**src/rtl/matrix_scan_pkg.sv**
```systemverilog
// Shared geometry, scan state encoding and row-select helper for the LED matrix scanner.
package matrix_scan_pkg;

    localparam int MATRIX_ROWS = 16;
    localparam int MATRIX_COLS = 8;
    localparam int ROW_W       = $clog2(MATRIX_ROWS);

    typedef enum logic {
        ST_BLANK = 1'b0,
        ST_SHOW  = 1'b1
    } scan_state_t;

    typedef logic [MATRIX_ROWS-1:0][MATRIX_COLS-1:0] frame_t;

    // Active-low one-hot select: only the addressed row is pulled low.
    function automatic logic [MATRIX_ROWS-1:0] row_select(input logic [ROW_W-1:0] row);
        return ~(MATRIX_ROWS'(1) << row);
    endfunction

endpackage

```
**src/rtl/matrix_scan_row_capture.sv**
```systemverilog
// Captures the row stream from the game FSM into a shadow frame and flags complete frames.
module row_capture
    import matrix_scan_pkg::*;
(
    input  logic                   clk,
    input  logic                   rst,
    input  logic [ROW_W-1:0]       address,
    input  logic [MATRIX_COLS-1:0] print,
    input  logic                   commit,
    output frame_t                 shadow,
    output logic                   frame_pending
);

    logic [ROW_W-1:0] expected;
    logic             hit;
    logic             restart;
    logic             set_pending;

    // A stray row 0 restarts the frame so a resynchronising source loses at most one frame.
    always_comb begin
        hit         = (address == expected);
        restart     = !hit && (address == '0);
        set_pending = hit && (expected == ROW_W'(MATRIX_ROWS - 1));
    end

    always_ff @(posedge clk) begin
        if (!rst) begin
            shadow        <= '0;
            expected      <= '0;
            frame_pending <= 1'b0;
        end else begin
            if (hit || restart) begin
                shadow[address] <= print;
            end

            if (hit) begin
                expected <= expected + 1'b1;
            end else if (restart) begin
                expected <= ROW_W'(1);
            end else begin
                expected <= '0;
            end

            // A frame finishing on the commit cycle must not be lost.
            if (set_pending) begin
                frame_pending <= 1'b1;
            end else if (commit) begin
                frame_pending <= 1'b0;
            end
        end
    end

endmodule

```
**src/rtl/matrix_scan.sv**
```systemverilog
// LED matrix scanner: double-buffered 16x8 display driven one row at a time with blanking gaps.
//
// state    | meaning
// ---------+----------------------------------------------------------
// ST_BLANK | all rows off, columns off; frame commit happens on exit
// ST_SHOW  | scan row driven low, col shows display[scan row]
module matrix_scan
    import matrix_scan_pkg::*;
#(
    parameter int DWELL = 1000,
    parameter int BLANK = 8
) (
    input  logic                   clk,
    input  logic                   rst,
    input  logic [ROW_W-1:0]       address,
    input  logic [MATRIX_COLS-1:0] print,
    output logic [MATRIX_ROWS-1:0] row_sel,
    output logic [MATRIX_COLS-1:0] col,
    output logic                   frame_tick
);

    localparam logic [15:0] DWELL_LAST = 16'(DWELL - 1);
    localparam logic [15:0] BLANK_LAST = 16'(BLANK - 1);

    scan_state_t            state, state_nxt;
    logic [15:0]            dwell_cnt, dwell_cnt_nxt;
    logic [ROW_W-1:0]       scan_row, scan_row_nxt;
    logic [MATRIX_ROWS-1:0] row_sel_nxt;
    logic [MATRIX_COLS-1:0] col_nxt;
    logic                   commit;
    logic                   frame_pending;
    frame_t                 shadow;
    frame_t                 display;

    row_capture u_capture (
        .clk           (clk),
        .rst           (rst),
        .address       (address),
        .print         (print),
        .commit        (commit),
        .shadow        (shadow),
        .frame_pending (frame_pending)
    );

    always_ff @(posedge clk) begin
        if (!rst) begin
            state      <= ST_BLANK;
            dwell_cnt  <= '0;
            scan_row   <= '0;
            row_sel    <= '1;
            col        <= '0;
            frame_tick <= 1'b0;
            display    <= '0;
        end else begin
            state      <= state_nxt;
            dwell_cnt  <= dwell_cnt_nxt;
            scan_row   <= scan_row_nxt;
            row_sel    <= row_sel_nxt;
            col        <= col_nxt;
            frame_tick <= commit;
            if (commit) begin
                display <= shadow;
            end
        end
    end

    always_comb begin
        state_nxt     = state;
        dwell_cnt_nxt = dwell_cnt + 16'd1;
        scan_row_nxt  = scan_row;
        row_sel_nxt   = row_sel;
        col_nxt       = col;
        commit        = 1'b0;

        case (state)
            ST_BLANK: begin
                if (dwell_cnt == BLANK_LAST) begin
                    state_nxt     = ST_SHOW;
                    dwell_cnt_nxt = '0;
                    commit        = (scan_row == '0) && frame_pending;
                    row_sel_nxt   = row_select(scan_row);
                    // Row 0 of a freshly committed frame comes straight from the shadow copy.
                    col_nxt       = commit ? shadow[scan_row] : display[scan_row];
                end
            end
            ST_SHOW: begin
                if (dwell_cnt == DWELL_LAST) begin
                    state_nxt     = ST_BLANK;
                    dwell_cnt_nxt = '0;
                    scan_row_nxt  = scan_row + 1'b1;
                    row_sel_nxt   = '1;
                    col_nxt       = '0;
                end
            end
            default: begin
                state_nxt     = ST_BLANK;
                dwell_cnt_nxt = '0;
                row_sel_nxt   = '1;
                col_nxt       = '0;
            end
        endcase
    end

endmodule
```
**config.mk**
```make
export PLATFORM = sky130hd
export DESIGN_NAME = matrix_scan
export DESIGN_NICKNAME = d
export VERILOG_FILES = /design/src/rtl/matrix_scan_pkg.sv /design/src/rtl/matrix_scan_row_capture.sv /design/src/rtl/matrix_scan.sv
export SDC_FILE = /design/constraint.sdc
export NUM_CORES = 1
export LEC_CHECK = 0
export BUFFER_PORTS_ARGS = -buffer_cell sky130_fd_sc_hd__buf_2
export CORE_ASPECT_RATIO = 0.7
export CORE_MARGIN = 8
export CORE_UTILIZATION = 61
export CTS_BUF_LIST = sky130_fd_sc_hd__clkbuf_4 sky130_fd_sc_hd__clkbuf_8
export DETAILED_ROUTE_END_ITERATION = 8
export GPL_TIMING_DRIVEN = 0
export PLACE_DENSITY = 0.78
export SYNTH_ARGS = -nofsm -noshare
export SYNTH_HDL_FRONTEND = slang
export SYNTH_SLANG_ARGS = --single-unit
```
**constraint.sdc**
```tcl
create_clock -name clk -period 3.1 [get_ports clk]
set_clock_uncertainty 0.15 [all_clocks]
set_input_delay 0.465 -clock clk [delete_from_list [all_inputs] [get_ports clk]]
set_output_delay 0.465 -clock clk [all_outputs]
set_load 0.02 [all_outputs]
```
==> impl_metrics.env, run 1 <==
export IMPL_status="complete, no violations"
export IMPL_drcViolationCount=0
export IMPL_num_io_pins=39
export IMPL_setup_violations_final=0
export IMPL_synth_edf_count=0
export IMPL_worstPathCellList="buf_2, buf_6, buf_4, buf_4, inv_1, ha_2, nand3_4, or3_1, buf_4, buf_2, nand2_1, a21boi_1"
export IMPL_ys_types=48
export IMPL_dpl_cell_area_sq_mm=0.0137
export IMPL_clk_latency_ns=0.55
export IMPL_synthArstFlopShare_pct=0
export IMPL_synth_top_cell_by_area="dfxtp_1"
export IMPL_slew_viol_final=0
export IMPL_cp_common_cell="buf_4"
export IMPL_grt_start_max_net_pins=12
export IMPL_synthCells=1379
export IMPL_wl_mm=35.6
export IMPL_hold_viol=0
export IMPL_critPathSlowestCell="or3_1"
export IMPL_cpPeakStageDelay_ns=0.45
export IMPL_end_kind="register"
export IMPL_max_slew_margin_rel_pct=22.5
export IMPL_grt_usage_pct=26.3
export IMPL_place_inst=1699
export IMPL_ys_ff_latch=307
export IMPL_critPathArrivalTime_ns=3.24
export IMPL_fp_coreArea_sq_mm=0.0214
export IMPL_mostFrequentLayoutCell="nand2_1"
export IMPL_cts_made_buffers=45
export IMPL_grt_pass1_vias=9803
export IMPL_cp_max_fo=10
export IMPL_overflow=0
export IMPL_final_cell_mix="315 x nand2_1, 307 x dfxtp_1, 124 x nor2b_1, 121 x mux2i_1, 110 x a21boi_1"
export IMPL_antenna_found_initial=0
export IMPL_yosysSeqAreaShare_pct=46.8
export IMPL_path_class="reg -> reg"
export IMPL_drv_cap=0
export IMPL_initial_core_util_pct=61.4
export IMPL_hp_class="in -> reg"
export IMPL_period_share_pct=95.2
export IMPL_die_area_sq_mm=0.0266
export IMPL_drt_pass1_iter_count=5
export IMPL_cts_tree="yes"
export IMPL_syn_avg_cell_area_sq_um=9.53
export IMPL_tightest_slew_ns=1.16
export IMPL_netlist_area_sq_mm=0.0131
export IMPL_place_congestion=0.949
export IMPL_place_detailed_hpwl_mm=25.0
export IMPL_switching_share_pct=22.3
export IMPL_grt_pass1_wl_mm=55.0
export IMPL_power_density_mw_per_mm2=516
export IMPL_clkSinkCount=307
export IMPL_p_total_mw=7.55
export IMPL_n_antenna_cell=0
export IMPL_cp_start_kind="register"
export IMPL_p_clk_share_pct=44.4
export IMPL_synthTopCellsByArea="dfxtp_1 47%, mux2i_1 9.2%, nand2_1 9.0%"
export IMPL_clockBufferDepth=3
export IMPL_vias=10333
export IMPL_ctsRootBufferMaster="clkbuf_8"
export IMPL_min_period_ns=2.95
export IMPL_p_leak_nw=5.39
export IMPL_post_cts_setup_buffer_count=0
export IMPL_drtAntennaViolNets=0
export IMPL_dieHeight_microns=139
export IMPL_vdd_ir_drop_max_uv=318
export IMPL_wl_per_cell_microns=20.0
export IMPL_drt_iter0_drc=902
export IMPL_internal_power_mw=5.87
export IMPL_required_ns=3.39
export IMPL_p_seq_share_pct=52.4
export IMPL_final_area_sq_mm=0.0146
export IMPL_routed_via_density=5.82
export IMPL_nets=1486
export IMPL_critPathTopFamily="buffers and inverters"
export IMPL_drive_gt1_share_pct=15.7
export IMPL_portBuffers=38
export IMPL_synth_ff_type="dfxtp_1"
export IMPL_area_growth_pct=11.5
export IMPL_fmax_mhz=339
export IMPL_critPathBufInv=7
export IMPL_synth_warnings=0
export IMPL_switching_power_mw=1.68
export IMPL_htree_levels=2
export IMPL_pwr_share_comb_pct=3.2
export IMPL_syn_nets=1401
export IMPL_synth_top_area_share_pct=46.8
export IMPL_layoutNonFillerInstCount=1776
export IMPL_grt_setup_unrepaired="false"
export IMPL_std_cell_rows=45
export IMPL_clkTransAtPathRegs_ns=0.07
export IMPL_die_x_microns=191
## cells by family after synthesis
| kind of cell | count (synthesis) | share of synthesized area, % |
|---|---|---|
| adders and majority gates | 8 | 0.762 |
| AOI/OAI and AO/OA | 186 | 10.2 |
| muxes | 169 | 16.1 |
| xor gates and xnor gates | 19 | 1.27 |
| buffers and inverters | 110 | 3.71 |
| DFF | 307 | 46.8 |
| and+or+nand+nor | 580 | 21.2 |
## synth_stat cells, drive strengths merged (6+ instances only)
| cell | n |
|---|---|
| and4 | 6 |
| nor3 | 7 |
| buf | 49 |
| clkbuf | 48 |
| nor2 | 56 |
| xnor2 | 9 |
| dfxtp | 307 |
| o21ai | 18 |
| a21boi | 138 |
| and2 | 7 |
| a21oi | 10 |
| mux2 | 16 |
| nor2b | 124 |
| and3 | 16 |
| a22oi | 8 |
| o32ai | 8 |
| mux4 | 32 |
| xor2 | 10 |
| mux2i | 121 |
| nand3 | 23 |
| inv | 13 |
| nand2 | 319 |
| ha | 8 |
## power groups by stage
stage          Combinational [mW]  Clock, mW  Sequential, mW
2_1_floorplan               0.140          0            4.05
3_5_place_dp                0.236          0            4.05
5_1_grt                     0.254       3.57            3.96
6_report                    0.243       3.35            3.96
3_3_place_gp                0.234          0            4.05
4_1_cts                     0.238       3.37            3.96
## through the flow
| step | setup slack [ns] | TNS [ns] | hold slack, ns | utilization, % |
|---|---|---|---|---|
| after CTS | 0.0218 | 0 | 0.143 | 68.3 |
| after floorplan | 0.501 | 0 | 0.263 | - |
| final | 0.148 | 0 | 0.163 | 68.4 |
| after global placement | -0.185 | -15.06 | 0.277 | 63.9 |
| after global routing | 0.000584 | 0 | 0.167 | 68.4 |
| after detailed placement | -0.288 | -27.22 | 0.291 | 63.9 |
## final timing paths
check / startpoint / end / slack (ns) / depth (start not counted)
max: scan_row[1] / display[103] / 0.15 / 12
min: print[7] / u_capture.shadow[119] / 0.16 / 3
max reg2reg: scan_row[1] / display[103] / 0.15 / 12
min reg2reg: u_capture.shadow[124] / display[124] / 0.30 / 2
## sequential cells by signal (all words and copies together), names as in the netlist
name	cells
col	8
display	128
dwell_cnt	16
frame_tick	1
row_sel	16
scan_row	4
state	1
u_capture.expected	4
u_capture.frame_pending	1
u_capture.shadow	128
## worst register-to-register path: stages (launching register included)
cell      delay [ns]
dfxtp_1         0.33
buf_2           0.19
buf_6           0.18
buf_4           0.21
buf_4           0.21
inv_1           0.10
ha_2            0.26
nand3_4         0.15
or3_1           0.45
buf_4           0.23
buf_2           0.23
nand2_1         0.10
a21boi_1        0.06
## final cells by class
class | count | area (sq um)
multi-input cells | 962 | 6520
well taps | 282 | 353
inverters | 13 | 48.8
repair buffers | 38 | 190
plain buffers | 97 | 463
clock buffers | 74 | 906
clock inverters | 3 | 17.5
fillers | 1718 | 6750
flip-flops and latches | 307 | 6150
## layer usage
metal | vias to the layer above | wire (microns) | GRT usage [%]
met3 | 80 | 3820 | 7.64
met4 | 0 | 899 | 7.27
met2 | 441 | 14800 | 37.9
met5 | - | 0 | 0
met1 | 5006 | 16000 | 37.5
li1 | 4806 | - | -
## timing repair
item,CTS,global route
hold buffers,0,0
gates resized for setup,6,11
setup endpoints to repair,126,124
No activity file was read; power rests on OpenSTA's default activity.
==> inputs of run 2 (changes only) <==
Settings changed: ABC_AREA set to 1.
Clock period 3.1 ns to 3.8 ns, I/O delays scaled along.
==> impl_metrics.env, run 2 <==
export IMPL_status="complete, no violations"
export IMPL_cpPeakStageDelay_ns=0.39
export IMPL_dpl_cell_area_sq_mm=0.0146
export IMPL_htree_levels=2
export IMPL_drt_pass1_iter_count=6
export IMPL_place_congestion=0.992
export IMPL_n_antenna_cell=0
export IMPL_register_area_sq_mm=0.00615
export IMPL_ys_ff_latch=307
export IMPL_hold_buffers=0
export IMPL_tightest_slew_ns=0.970
export IMPL_fp_coreArea_sq_mm=0.0227
export IMPL_nets=2290
export IMPL_cts_tree="yes"
export IMPL_final_area_sq_mm=0.0156
export IMPL_yosysSeqAreaShare_pct=43.6
export IMPL_slew_viol_final=0
export IMPL_fmax_mhz=317
export IMPL_area_growth_pct=10.7
export IMPL_dieHeight_microns=143
export IMPL_synthArstFlopShare_pct=0
export IMPL_hold_depth=1
export IMPL_reg2reg_slack_ns=0.64
export IMPL_die_x_microns=198
export IMPL_cts_resized=0
export IMPL_clockBufferDepth=3
export IMPL_drcViolationCount=0
export IMPL_p_leak_nw=7.70
export IMPL_r2r_end="display[6]"
export IMPL_post_cts_setup_buffer_count=0
export IMPL_clkSinkCount=307
export IMPL_mostFrequentLayoutCell="nand2_1"
export IMPL_synthTopCellsByArea="dfxtp_1 44%, nand2_1 17%, nor2_1 13%"
export IMPL_wl_mm=46.7
export IMPL_switching_power_mw=1.56
export IMPL_reg_largest_list="display x128, u_capture.shadow x128"
export IMPL_syn_avg_cell_area_sq_um=6.44
export IMPL_die_area_sq_mm=0.0283
export IMPL_multi_input_area_sq_mm=0.00662
export IMPL_cp_max_fo=11
export IMPL_vias=14480
export IMPL_final_cell_mix="645 x nand2_1, 472 x nor2_1, 307 x dfxtp_1, 249 x nand3_1, 177 x inv_1"
export IMPL_clkTransAtPathRegs_ns=0.07
export IMPL_syn_nets=2212
export IMPL_grt_start_max_net_pins=13
export IMPL_drtAntennaViolNets=0
export IMPL_critPathSlowestCell="buf_2"
export IMPL_synth_warnings=0
export IMPL_synthCells=2190
export IMPL_hold_viol=0
export IMPL_place_detailed_hpwl_mm=33.7
export IMPL_r2r_start="scan_row[1]"
export IMPL_std_cell_rows=46
export IMPL_fin_setup_tns_ns=0
export IMPL_ys_types=29
export IMPL_antenna_found_initial=0
export IMPL_switching_share_pct=24.2
export IMPL_netlist_top_cells_count="645 x nand2_1, 472 x nor2_1, 307 x dfxtp_1, 249 x nand3_1, 177 x inv_1"
export IMPL_rr_worst_depth=12
export IMPL_portBuffers=29
export IMPL_num_io_pins=39
export IMPL_clk_latency_ns=0.61
export IMPL_overflow=0
export IMPL_wl_per_cell_microns=17.9
export IMPL_required_ns=4.17
export IMPL_min_period_ns=3.16
export IMPL_synth_top_cell_by_area="dfxtp_1"
export IMPL_layoutNonFillerInstCount=2612
export IMPL_synth_ff_type="dfxtp_1"
export IMPL_ctsRootBufferMaster="clkbuf_8"
export IMPL_vdd_ir_drop_max_uv=402
export IMPL_grt_pass1_vias=12868
export IMPL_place_inst=2531
export IMPL_synth_edf_count=0
export IMPL_max_slew_margin_rel_pct=34.8
export IMPL_hp_start="dwell_cnt[0]"
export IMPL_internal_power_mw=4.87
export IMPL_cp_common_cell="buf_2"
export IMPL_nFillCells=2147
export IMPL_drv_cap=0
export IMPL_grt_usage_pct=32.6
export IMPL_drive_gt1_share_pct=7.48
export IMPL_setup_violations_final=0
export IMPL_routed_via_density=5.54
export IMPL_grt_pass1_wl_mm=71.3
export IMPL_hp_class="reg -> reg"
export IMPL_grt_setup_unrepaired="false"
export IMPL_cts_made_buffers=47
export IMPL_hold_ws_ns=0.313
export IMPL_critPathArrivalTime_ns=3.53
export IMPL_pwr_share_comb_pct=4.0
export IMPL_synth_most_common_cell="nand2_1"
export IMPL_initial_core_util_pct=62.2
export IMPL_power_density_mw_per_mm2=411
export IMPL_drt_iter0_drc=1821
export IMPL_worstPathCellList="clkbuf_1, inv_1, buf_2, buf_2, ha_1, nand3_4, inv_4, nand3_4, buf_2, buf_2, nor2_1, nor2_1"
export IMPL_path_class="reg -> reg"
export IMPL_p_clk_share_pct=45.5
export IMPL_hold_end="dwell_cnt[0]"
export IMPL_end_kind="register"
export IMPL_netlist_area_sq_mm=0.0141
export IMPL_cp_start_kind="register"
export IMPL_period_share_pct=83.1
export IMPL_synth_top_area_share_pct=43.6
export IMPL_p_seq_share_pct=50.5
==> run 2: cell count changes after synthesis, sizes merged, moves of 22 or more <==
cell / previous run / this run
nor2b: 124 / 0
nand2: 319 / 646
a21boi: 138 / 0
clkbuf: 48 / 70
mux2i: 121 / 0
nand3: 23 / 251
a21oi: 10 / 103
nor2: 56 / 474
inv: 13 / 182
mux4: 32 / 0
==> run 2: critical path: cells and delay by family (launching register included) <==
family,cells,cell delay [ns]
fa+ha+maj,1,0.28
buf+inv,7,1.74
flops,1,0.38
simple gates,4,0.53
==> run 2: worst max-delay path by stage <==
| stage | start | to | slack (ns) |
|---|---|---|---|
| after floorplan | scan_row[1] | display[24] | 1.52 |
| after global placement | scan_row[1] | display[2] | 0.76 |
| after detailed placement | scan_row[1] | display[127] | 0.73 |
| after CTS | scan_row[0] | display[127] | 0.71 |
| after global routing | scan_row[1] | display[22] | 0.47 |
| final | scan_row[1] | display[6] | 0.64 |
==> run 2: layout make-up <==
class | count | share of cell area (%)
sequential | 307 | 39.4
clock buffer | 74 | 5.84
buffer | 130 | 3.97
multi-input combinational | 1563 | 42.4
inverter | 190 | 4.58
clock inverter | 7 | 0.425
timing repair buffer | 29 | 0.929
tap | 312 | 2.50
==> run 2: logic make-up (layout without fill, tap and decap cells) <==
logic type	count (synthesis)	count (layout)	synth area share [%]
AOI/OAI and AO/OA	145	145	5.31
xor gates and xnor gates	12	12	0.745
DFF	307	307	43.6
and+or+nand+nor	1398	1398	40.2
buffers and inverters	320	430	9.47
adders and majority gates	8	8	0.710
==> run 2: stage by stage <==
stage               util (%)  power, mW  setup WS, ns
finish                  68.9       6.43         0.641
global route            68.9       6.59         0.474
CTS                     68.9       6.41         0.714
detailed placement      64.6       3.56         0.725
global placement        64.6       3.56         0.760
floorplan                  -       3.46          1.52
==> run 2: per-layer routing <==
metal | track usage (%) | vias up | wire length [microns]
li1 | - | 6934 | -
met4 | 12.7 | 0 | 1420
met1 | 47.5 | 6627 | 20900
met3 | 9.41 | 95 | 6340
met5 | 0 | - | 0
met2 | 44.2 | 824 | 18100
==> run 2: power by group through the flow <==
stage	clock network, mW	registers, mW	logic, mW
finish	2.92	3.24	0.258
global route	3.08	3.24	0.272
CTS	2.92	3.24	0.245
detailed placement	0	3.32	0.244
global placement	0	3.32	0.242
floorplan	0	3.31	0.147
